==> config.mk <==
export PLATFORM = sky130hd
export DESIGN_NAME = falcon_uart_tx
export DESIGN_NICKNAME = d
export VERILOG_FILES = /design/src/rtl/falcon_pkg.sv /design/src/rtl/falcon_sync_fifo.sv /design/src/rtl/falcon_uart_tx.sv
export SDC_FILE = /design/constraint.sdc
export NUM_CORES = 1
export LEC_CHECK = 0
export CORE_MARGIN = 2
export CORE_UTILIZATION = 53
export CTS_CLUSTER_SIZE = 25
export DETAILED_ROUTE_END_ITERATION = 10
export PLACE_DENSITY = 0.78
export SYNTH_ARGS = -nofsm -noshare
export SYNTH_HDL_FRONTEND = slang
export SYNTH_SLANG_ARGS = --single-unit
==> constraint.sdc <==
create_clock -name clk -period 2.22 [get_ports clk]
set_input_delay 0.444 -clock clk [delete_from_list [all_inputs] [get_ports clk]]
set_output_delay 0.444 -clock clk [all_outputs]
set_load 0.005 [all_outputs]
==> src/rtl/falcon_pkg.sv <==
// Shared UART definitions for the Falcon design: transmitter states and framing constants.
// The receive path is expected to import the same package.
package falcon_pkg;

   localparam int unsigned UART_DATA_BITS       = 8;
   localparam int unsigned DEFAULT_CLKS_PER_BIT = 87;  // 10 MHz / 115200 baud

   typedef enum logic [1:0] {
      StIdle  = 2'd0,
      StStart = 2'd1,
      StData  = 2'd2,
      StStop  = 2'd3
   } uart_state_t;

endpackage

==> src/rtl/falcon_sync_fifo.sv <==
// Single-clock FIFO with an occupancy counter; full/empty are derived from the count.
// Read data is the current head (show-ahead), valid whenever empty is low.
module falcon_sync_fifo #(
   parameter int unsigned WIDTH = 8,
   parameter int unsigned DEPTH = 4
) (
   input  logic                     clk,
   input  logic                     rst,
   input  logic                     push,
   input  logic                     pop,
   input  logic [WIDTH-1:0]         wdata,
   output logic [WIDTH-1:0]         rdata,
   output logic [$clog2(DEPTH):0]   count,
   output logic                     full,
   output logic                     empty
);

   localparam int unsigned AW = $clog2(DEPTH);
   localparam int unsigned CW = AW + 1;
   localparam logic [CW-1:0] DEPTH_CNT = CW'(DEPTH);

   logic [WIDTH-1:0] mem [DEPTH];
   logic [AW-1:0]    wr_ptr;
   logic [AW-1:0]    rd_ptr;
   logic             do_push;
   logic             do_pop;

   // Requests are gated here so a caller can never overflow or underflow the buffer.
   assign do_push = push && !full;
   assign do_pop  = pop && !empty;

   assign full  = (count == DEPTH_CNT);
   assign empty = (count == '0);
   assign rdata = mem[rd_ptr];

   always_ff @(posedge clk or posedge rst) begin
      if (rst) begin
         wr_ptr <= '0;
         rd_ptr <= '0;
         count  <= '0;
      end else begin
         if (do_push) begin
            wr_ptr <= wr_ptr + 1'b1;
         end
         if (do_pop) begin
            rd_ptr <= rd_ptr + 1'b1;
         end
         case ({do_push, do_pop})
            2'b10:   count <= count + 1'b1;
            2'b01:   count <= count - 1'b1;
            default: count <= count;
         endcase
      end
   end

   // Storage needs no reset: stale entries are unreachable once the pointers clear.
   always_ff @(posedge clk) begin
      if (do_push) begin
         mem[wr_ptr] <= wdata;
      end
   end

endmodule

==> src/rtl/falcon_uart_tx.sv <==
// 8N1 UART transmitter, LSB first, fed from a small FIFO over a valid/ready handshake.
// Back-to-back bytes are sent as contiguous frames with no idle gap between them.
module falcon_uart_tx
   import falcon_pkg::*;
#(
   parameter int unsigned CLKS_PER_BIT = DEFAULT_CLKS_PER_BIT,
   parameter int unsigned FIFO_DEPTH   = 4
) (
   input  logic                          clk,
   input  logic                          rst,
   input  logic [UART_DATA_BITS-1:0]     tx_data,
   input  logic                          tx_valid,
   output logic                          tx_ready,
   output logic                          tx,
   output logic                          busy,
   output logic [$clog2(FIFO_DEPTH):0]   fifo_count
);

   localparam int unsigned TW = $clog2(CLKS_PER_BIT);
   localparam logic [TW-1:0] TIMER_MAX = TW'(CLKS_PER_BIT - 1);
   localparam logic [2:0]    LAST_BIT  = 3'(UART_DATA_BITS - 1);

   uart_state_t                state;
   logic [TW-1:0]              timer;
   logic [2:0]                 bit_idx;
   logic [UART_DATA_BITS-1:0]  shift;
   logic [UART_DATA_BITS-1:0]  fifo_rdata;
   logic                       fifo_full;
   logic                       fifo_empty;
   logic                       push;
   logic                       pop;
   logic                       bit_done;

   assign bit_done = (timer == TIMER_MAX);
   assign tx_ready = !fifo_full;
   assign push     = tx_valid && !fifo_full;
   // Pop either from idle or exactly at the end of a stop bit, which keeps frames contiguous.
   assign pop      = !fifo_empty && ((state == StIdle) || ((state == StStop) && bit_done));
   assign busy     = (state != StIdle) || (fifo_count != '0);

   falcon_sync_fifo #(
      .WIDTH (UART_DATA_BITS),
      .DEPTH (FIFO_DEPTH)
   ) u_fifo (
      .clk   (clk),
      .rst   (rst),
      .push  (push),
      .pop   (pop),
      .wdata (tx_data),
      .rdata (fifo_rdata),
      .count (fifo_count),
      .full  (fifo_full),
      .empty (fifo_empty)
   );

   always_ff @(posedge clk or posedge rst) begin
      if (rst) begin
         state   <= StIdle;
         timer   <= '0;
         bit_idx <= '0;
         shift   <= '0;
         tx      <= 1'b1;
      end else begin
         case (state)
            StIdle: begin
               tx    <= 1'b1;
               timer <= '0;
               if (pop) begin
                  shift <= fifo_rdata;
                  tx    <= 1'b0;
                  state <= StStart;
               end
            end

            StStart: begin
               if (bit_done) begin
                  timer   <= '0;
                  bit_idx <= '0;
                  tx      <= shift[0];
                  state   <= StData;
               end else begin
                  timer <= timer + 1'b1;
               end
            end

            StData: begin
               if (bit_done) begin
                  timer <= '0;
                  if (bit_idx == LAST_BIT) begin
                     tx    <= 1'b1;
                     state <= StStop;
                  end else begin
                     // Drive the next bit now so tx stays a pure register output.
                     shift   <= shift >> 1;
                     tx      <= shift[1];
                     bit_idx <= bit_idx + 1'b1;
                  end
               end else begin
                  timer <= timer + 1'b1;
               end
            end

            StStop: begin
               if (bit_done) begin
                  timer <= '0;
                  if (pop) begin
                     shift <= fifo_rdata;
                     tx    <= 1'b0;
                     state <= StStart;
                  end else begin
                     state <= StIdle;
                  end
               end else begin
                  timer <= timer + 1'b1;
               end
            end

            default: begin
               tx    <= 1'b1;
               timer <= '0;
               state <= StIdle;
            end
         endcase
      end
   end

endmodule

# == After elaboration in Yosys (flattened, before gate mapping) ==
# Memory sizes are Yosys's and may differ from the RTL's.
# Index checks and enable logic that the tools add are counted.
# totals
register_bits,28
ram_bits,32
elab_cells,79
memories,1
# mem_list
memory,depth,word_bits,read_ports,rd_clocked_by_memory_dff,wr,line_no,text
u_fifo.mem,4,8,1,0,1,falcon_sync_fifo.sv:22,logic [WIDTH-1:0] mem [DEPTH];
# classes
addsub,6
n_eq_ne,15
n_mux,28
reduce_logical,21
# ops
cell,count
$mux W8,4
$pmux W8 S3,1
$pmux W7 S2,1
$pmux W3 S2,2
$reduce_and A4 Y1,3
$mux W2,5
$ne A2 B2 Y1 const B,5
$mux W1,9
$mux W3,3
$pmux W2 S4,1
$add A7 B1 Y7 const B,1
$eq A7 B7 Y1 const B,1
$mux W7,1
$add A3 B1 Y3 const B,2
$eq A2 B2 Y1 const B,3
$eq A3 B3 Y1 const B,2
$reduce_bool A2 Y1,3
$reduce_bool A3 Y1,2
$logic_and A1 B1 Y1,5
$reduce_and A5 Y1,1
$add A2 B1 Y2 const B,2
$eq A2 B1 Y1 const B,2
$ne A2 B1 Y1 const B,2
$pmux W1 S4,1
6 further kinds,8

# == Longest topological paths before layout ==
# depth
ltp_word,7
depth_mapped,11

# == Modules after synthesis ==
# From an unflattened synthesis, not the netlist that was laid out.
# hier_totals
hier_cells,212
area_unflattened_um2,2934.1
# modules_own_cells
mod,instances,cells_per_inst,area_per_inst_um2,seq_area_each_um2
falcon_sync_fifo,1,80,1596.5,1136.1
falcon_uart_tx,1,132,1337.5,526.8

# == Least setup slack after synthesis ==
# Ideal clock, no wire load.
# synth_timing
path_type,register to register
startpoint,reg timer[3]
endpoint,reg u_fifo.count[1]
t_arrival_ns,2.121
slack_ns,-0.026
stages_incl_launch_ff,9
period_less_slack_ns,2.246
cell_sequence,dfrtp_1 > nand4bb_1 > buf_2 > o31a_1 > buf_6 > inv_1 > ha_1 > fa_1 > mux2_2
# synth_between
elab_chain_cells,7
elab_cells_between_ends,9
classes_between,3 x eq/ne; 1 x mux; 5 x reduce/logical
# synth_lines
element,line_no,text
start: declaration,falcon_uart_tx.sv:24,logic [TW-1:0] timer;
start signal: assignment,falcon_uart_tx.sv:82,timer <= timer + 1'b1;
start signal: assignment,falcon_uart_tx.sv:99,timer <= timer + 1'b1;
start signal: assignment,falcon_uart_tx.sv:114,timer <= timer + 1'b1;
$eq A7 B7 Y1 *,falcon_uart_tx.sv:34,assign bit_done = (timer == TIMER_MAX);
$logic_and A1 B1 Y1 *,falcon_uart_tx.sv:38,assign pop = !fifo_empty && ((state == StIdle) || ((state == StStop) && bit_done));
$logic_or A1 B1 Y1 *,falcon_uart_tx.sv:38,
$logic_and A1 B1 Y1 *,falcon_uart_tx.sv:38,
$logic_and A1 B1 Y1 *,falcon_sync_fifo.sv:30,assign do_pop = pop && !empty;
$eq A2 B1 Y1 / $eq A2 B2 Y1 (equally long branches),falcon_sync_fifo.sv:48,"case ({do_push, do_pop})"
$pmux W3 S2 / $reduce_bool A2 Y1 (equally long branches),n/a,
end signal: assignment,falcon_sync_fifo.sv:49,2'b10: count <= count + 1'b1;
end signal: assignment,falcon_sync_fifo.sv:50,2'b01: count <= count - 1'b1;
end signal: assignment,falcon_sync_fifo.sv:51,default: count <= count;
end: declaration,falcon_sync_fifo.sv:13,"output logic [$clog2(DEPTH):0] count,"
# Every way passes the cells marked *; elsewhere a longest branch is shown, timed or not.
# A chain may end at the register's enable or synchronous reset.

# == Worst setup path after layout ==
# layout_timing
startpoint,reg state[0]
endpoint,reg u_fifo.count[2]
# layout_between
elab_chain_cells,7
elab_cells_between_ends,10
classes_between,3 x eq/ne; 1 x mux; 6 x reduce/logical
# layout_lines
element,line_no,text
start: declaration,falcon_uart_tx.sv:23,uart_state_t state;
start signal: assignment,falcon_uart_tx.sv:58,state <= StIdle;
start signal: assignment,falcon_uart_tx.sv:71,state <= StStart;
start signal: assignment,falcon_uart_tx.sv:80,state <= StData;
$eq A2 B2 Y1,falcon_uart_tx.sv:38,
$logic_and A1 B1 Y1,falcon_uart_tx.sv:38,
$logic_or A1 B1 Y1 *,falcon_uart_tx.sv:38,
$logic_and A1 B1 Y1 *,falcon_uart_tx.sv:38,
$logic_and A1 B1 Y1 *,falcon_sync_fifo.sv:30,
$eq A2 B1 Y1 / $eq A2 B2 Y1 (equally long branches),falcon_sync_fifo.sv:48,
$pmux W3 S2 / $reduce_bool A2 Y1 (equally long branches),n/a,
# Marked as above.

==> results.md <==
- Vias in the first global route: approximately 1.8k
- Die Wd: around 76 µm
- Max-cap violations: 0
- H-tree Lvls: 3
- Status: completed
- Sequential area share after synthesis: 0.597
- Port Buffers: 16
- Initial antenna violation count: 0
- Critical Path End: u_fifo.count[2]$_DFFE_PP0P_
- Max IR drop VDD: 0.778 mV
- First-pass GRT wire length: roughly 9 mm
- Pre-CTS setup slack: approximately 0.034 ns
- Layout Skew: slightly above 0.009 ns
- First-pass DRT Iterations: 4
- GRT Total Usage: 0.196
- Flops & latches, synth: 60
- Final Util: 0.664
- Max-slew violations: 0
- Clock Path Buffers: 2
- FP Rows: 26
- Worst Hold Margin: approximately 0.48 ns
- Worst Setup End Kind: flop
- FILL cells: 384
- I/O pin count: 17
- Area grow syn2layout: 21.0%
- Routed via count: approximately 1.7k
- Share of cells above drive strength 1: 0.200
- RSZ-0062 raised after global routing: false
- # diodes: 0
- Yosys top cell area share: 0.345
- Syn Nets: 239
- Cell Pwr Density: around 1400 nW/µm²
- Cell area after placement: just over 3000 µm²
- Drt drc: 0
- Final Cell Area: between 3000 and 4000 µm²
- Pin count of the biggest net entering global routing: 29
- Worst-case reg-to-reg path depth: 10
- Reg2reg setup slack: around 0.12 ns
- Worst-path cell chain: buf_4 > ha_2 > o31ai_1 > o31a_1 > inv_2 > ha_2 > fa_1 > xnor2_1 > nor2_1 > xor2_1
- Core footprint: between 5000 and 6000 µm²
- Reg2reg start: state[0]$_DFFE_PP0P_
- Crit path depth: 10
- Clock root cell: clkbuf_8
- Fin. Hold Viols: 0
- Post-synth top cells: edfxtp_1, dfrtp_1, nor2_1
- Post-synth top flop: edfxtp_1
- CP startpoint: state[0]$_DFFE_PP0P_
- Routed WL: 4.97 mm
- Initial core utilization: 0.549
- Hold Path Class: in -> async
- Wirelength per Cell: around 15 µm
- Setup TNS: 0 ns
- Post-Syn Area: between 2000 and 3000 µm²
- Most used cell, CP: ha_2
- Synth top area cells: edfxtp_1, dfrtp_1, mux4_2
- Mean Syn Cell Area: about 13 µm²
- # setup viols final: 0
- Total power: 4.70 mW
- Crit-path leading delay family: adder cells
- Crit start category: flop
- Clock Latency Late Sink: 0.33 ns
- Die H: about 76 µm
- Worst Tran Pin Value: ~0.47 ns
- CTS buffer count: 9
- Final worst slack: roughly 0.12 ns
- Critical path class: reg -> reg
- GR Overflow Total: 0
- # nets final: around 280
- Final Cycle Share: 0.945
- Die area: 5850 µm²
- Initial DRC Count: 76
- GPL Wtd Cong: just under 0.8
- Cells after synthesis: 213
- Placed cells: 305
- Crit-path max FO: 2
- Slew margin rel.: 0.689
- Most frequent cell after synthesis: edfxtp_1
- RR Endpoint: u_fifo.count[2]$_DFFE_PP0P_
- EDFF count, synth: 32
- Area leader, netlist: edfxtp_1
- Clock tree from TritonCTS: yes
- Detailed placement HPWL: 3.45 mm
- Ys async rst share: 0.467
- CTS Sinks: 60
- Slowest Stage Delay on Critical Path: roughly 0.4 ns
- Vias per cell: 5.31
- Clock Pin Slew Worst Setup and Hold Paths: ~0.07 ns
- CP max-delay cell: dfrtp_2
- WP buf/inv: 2
- Critical path arrival: about 2.4 ns
- P_leak: ~1.3 nW
- Non-Filler Instances: approximately 330
- Post-layout min period: between 2 and 2.5 ns
- Worst Path Required: ~2.5 ns
- Yosys warns: 0
- Antenna Nets Post-Route: 0
- Post-synthesis cell type count: 39
- Fmax: ~480 MHz
==> worst min path at each step <==
stage	to	cells after the start
3_3_place_gp	timer[0]$_DFF_PP0_	1
5_1_grt	timer[0]$_DFF_PP0_	1
4_1_cts	timer[1]$_DFF_PP0_	3
6_report	u_fifo.count[2]$_DFFE_PP0P_	3
3_5_place_dp	timer[0]$_DFF_PP0_	1
2_1_floorplan	timer[0]$_DFF_PP0_	1
==> final cells by class <==
type                            count  area, µm²  share of cell area
Inverter                           11       41.3              0.0122
Clock buffer                        9        124              0.0367
Timing Repair Buffer               34        298              0.0883
Tap cell                           70       87.6              0.0260
Multi-Input combinational cell    134       1040               0.309
Clock inverter                      7        115              0.0341
Sequential cell                    60       1660               0.494
==> what timing repair did <==
item                                    4_1_cts  5_1_grt
gates resized for setup                       1        2
endpoints found under the hold margin         0        0
pin swaps                                     0        3
hold buffers                                  0        0
buffers inserted                              3        1
endpoints found under the setup margin        1        3
==> worst register-to-register path: cells and delay by family, from the launching register on <==
family                   cells  cell delay (ns)
adder cells (fa/ha/maj)      3             0.76
flip-flops                   1             0.40
XOR/XNOR                     2             0.28
AO/OA/AOI/OAI                2             0.26
buffers and inverters        2             0.19
AND/OR/NAND/NOR              1             0.13
==> cells in the final DEF, fill, tap and decap left out, drive strengths merged, types with 2 or more instances in the layout <==
master,synthesis,routed
xor2,3,3
nor3,4,4
clkinv,0,2
a21oi,8,8
nand2,14,14
nand3,5,5
a22o,2,2
clkbuf,3,9
and2,2,2
o21ai,14,14
ha,14,14
or2,2,2
edfxtp,32,32
clkdlybuf4s50,0,15
nor2,20,20
o22ai,3,3
xnor2,8,8
mux2i,2,2
o31ai,2,2
and3,4,4
or3,6,6
dfrtp,27,27
bufinv,0,3
buf,5,18
a31oi,3,3
clkinvlp,0,2
mux4,8,8
inv,11,11
==> registers in the layout (all words and copies together) (netlist names) <==
signal	count
u_fifo.count	3
tx	1
shift	8
u_fifo.rd_ptr	2
state	2
u_fifo.mem	32
u_fifo.wr_ptr	2
timer	7
bit_idx	3
==> per-layer routing <==
metal	up-vias	GRT usage	share of wire	routed length, µm
li1	850	-	-	-
met1	839	0.244	0.44	2210
met2	33	0.327	0.51	2550
met3	5	0.0403	0.029	143
met4	0	0.0964	0.013	65
met5	-	0	0	0
==> cell families after synthesis <==
logic type,after synthesis,synth area share
buffers and inverters,19,0.0310
xor gates and xnor gates,11,0.0346
muxes,11,0.0759
adders and majority gates,15,0.0701
AOI/OAI and AO/OA,37,0.0890
DFF,60,0.597
and+or+nand+nor,60,0.102
==> power by group <==
| group | internal, mW | total, mW | switching, mW |
|---|---|---|---|
| Sequential | 1.52 | 1.78 | 0.259 |
| Combinational | 0.900 | 1.76 | 0.861 |
| Clock | 0.741 | 1.16 | 0.424 |
Power figures use the tool's default switching activity.
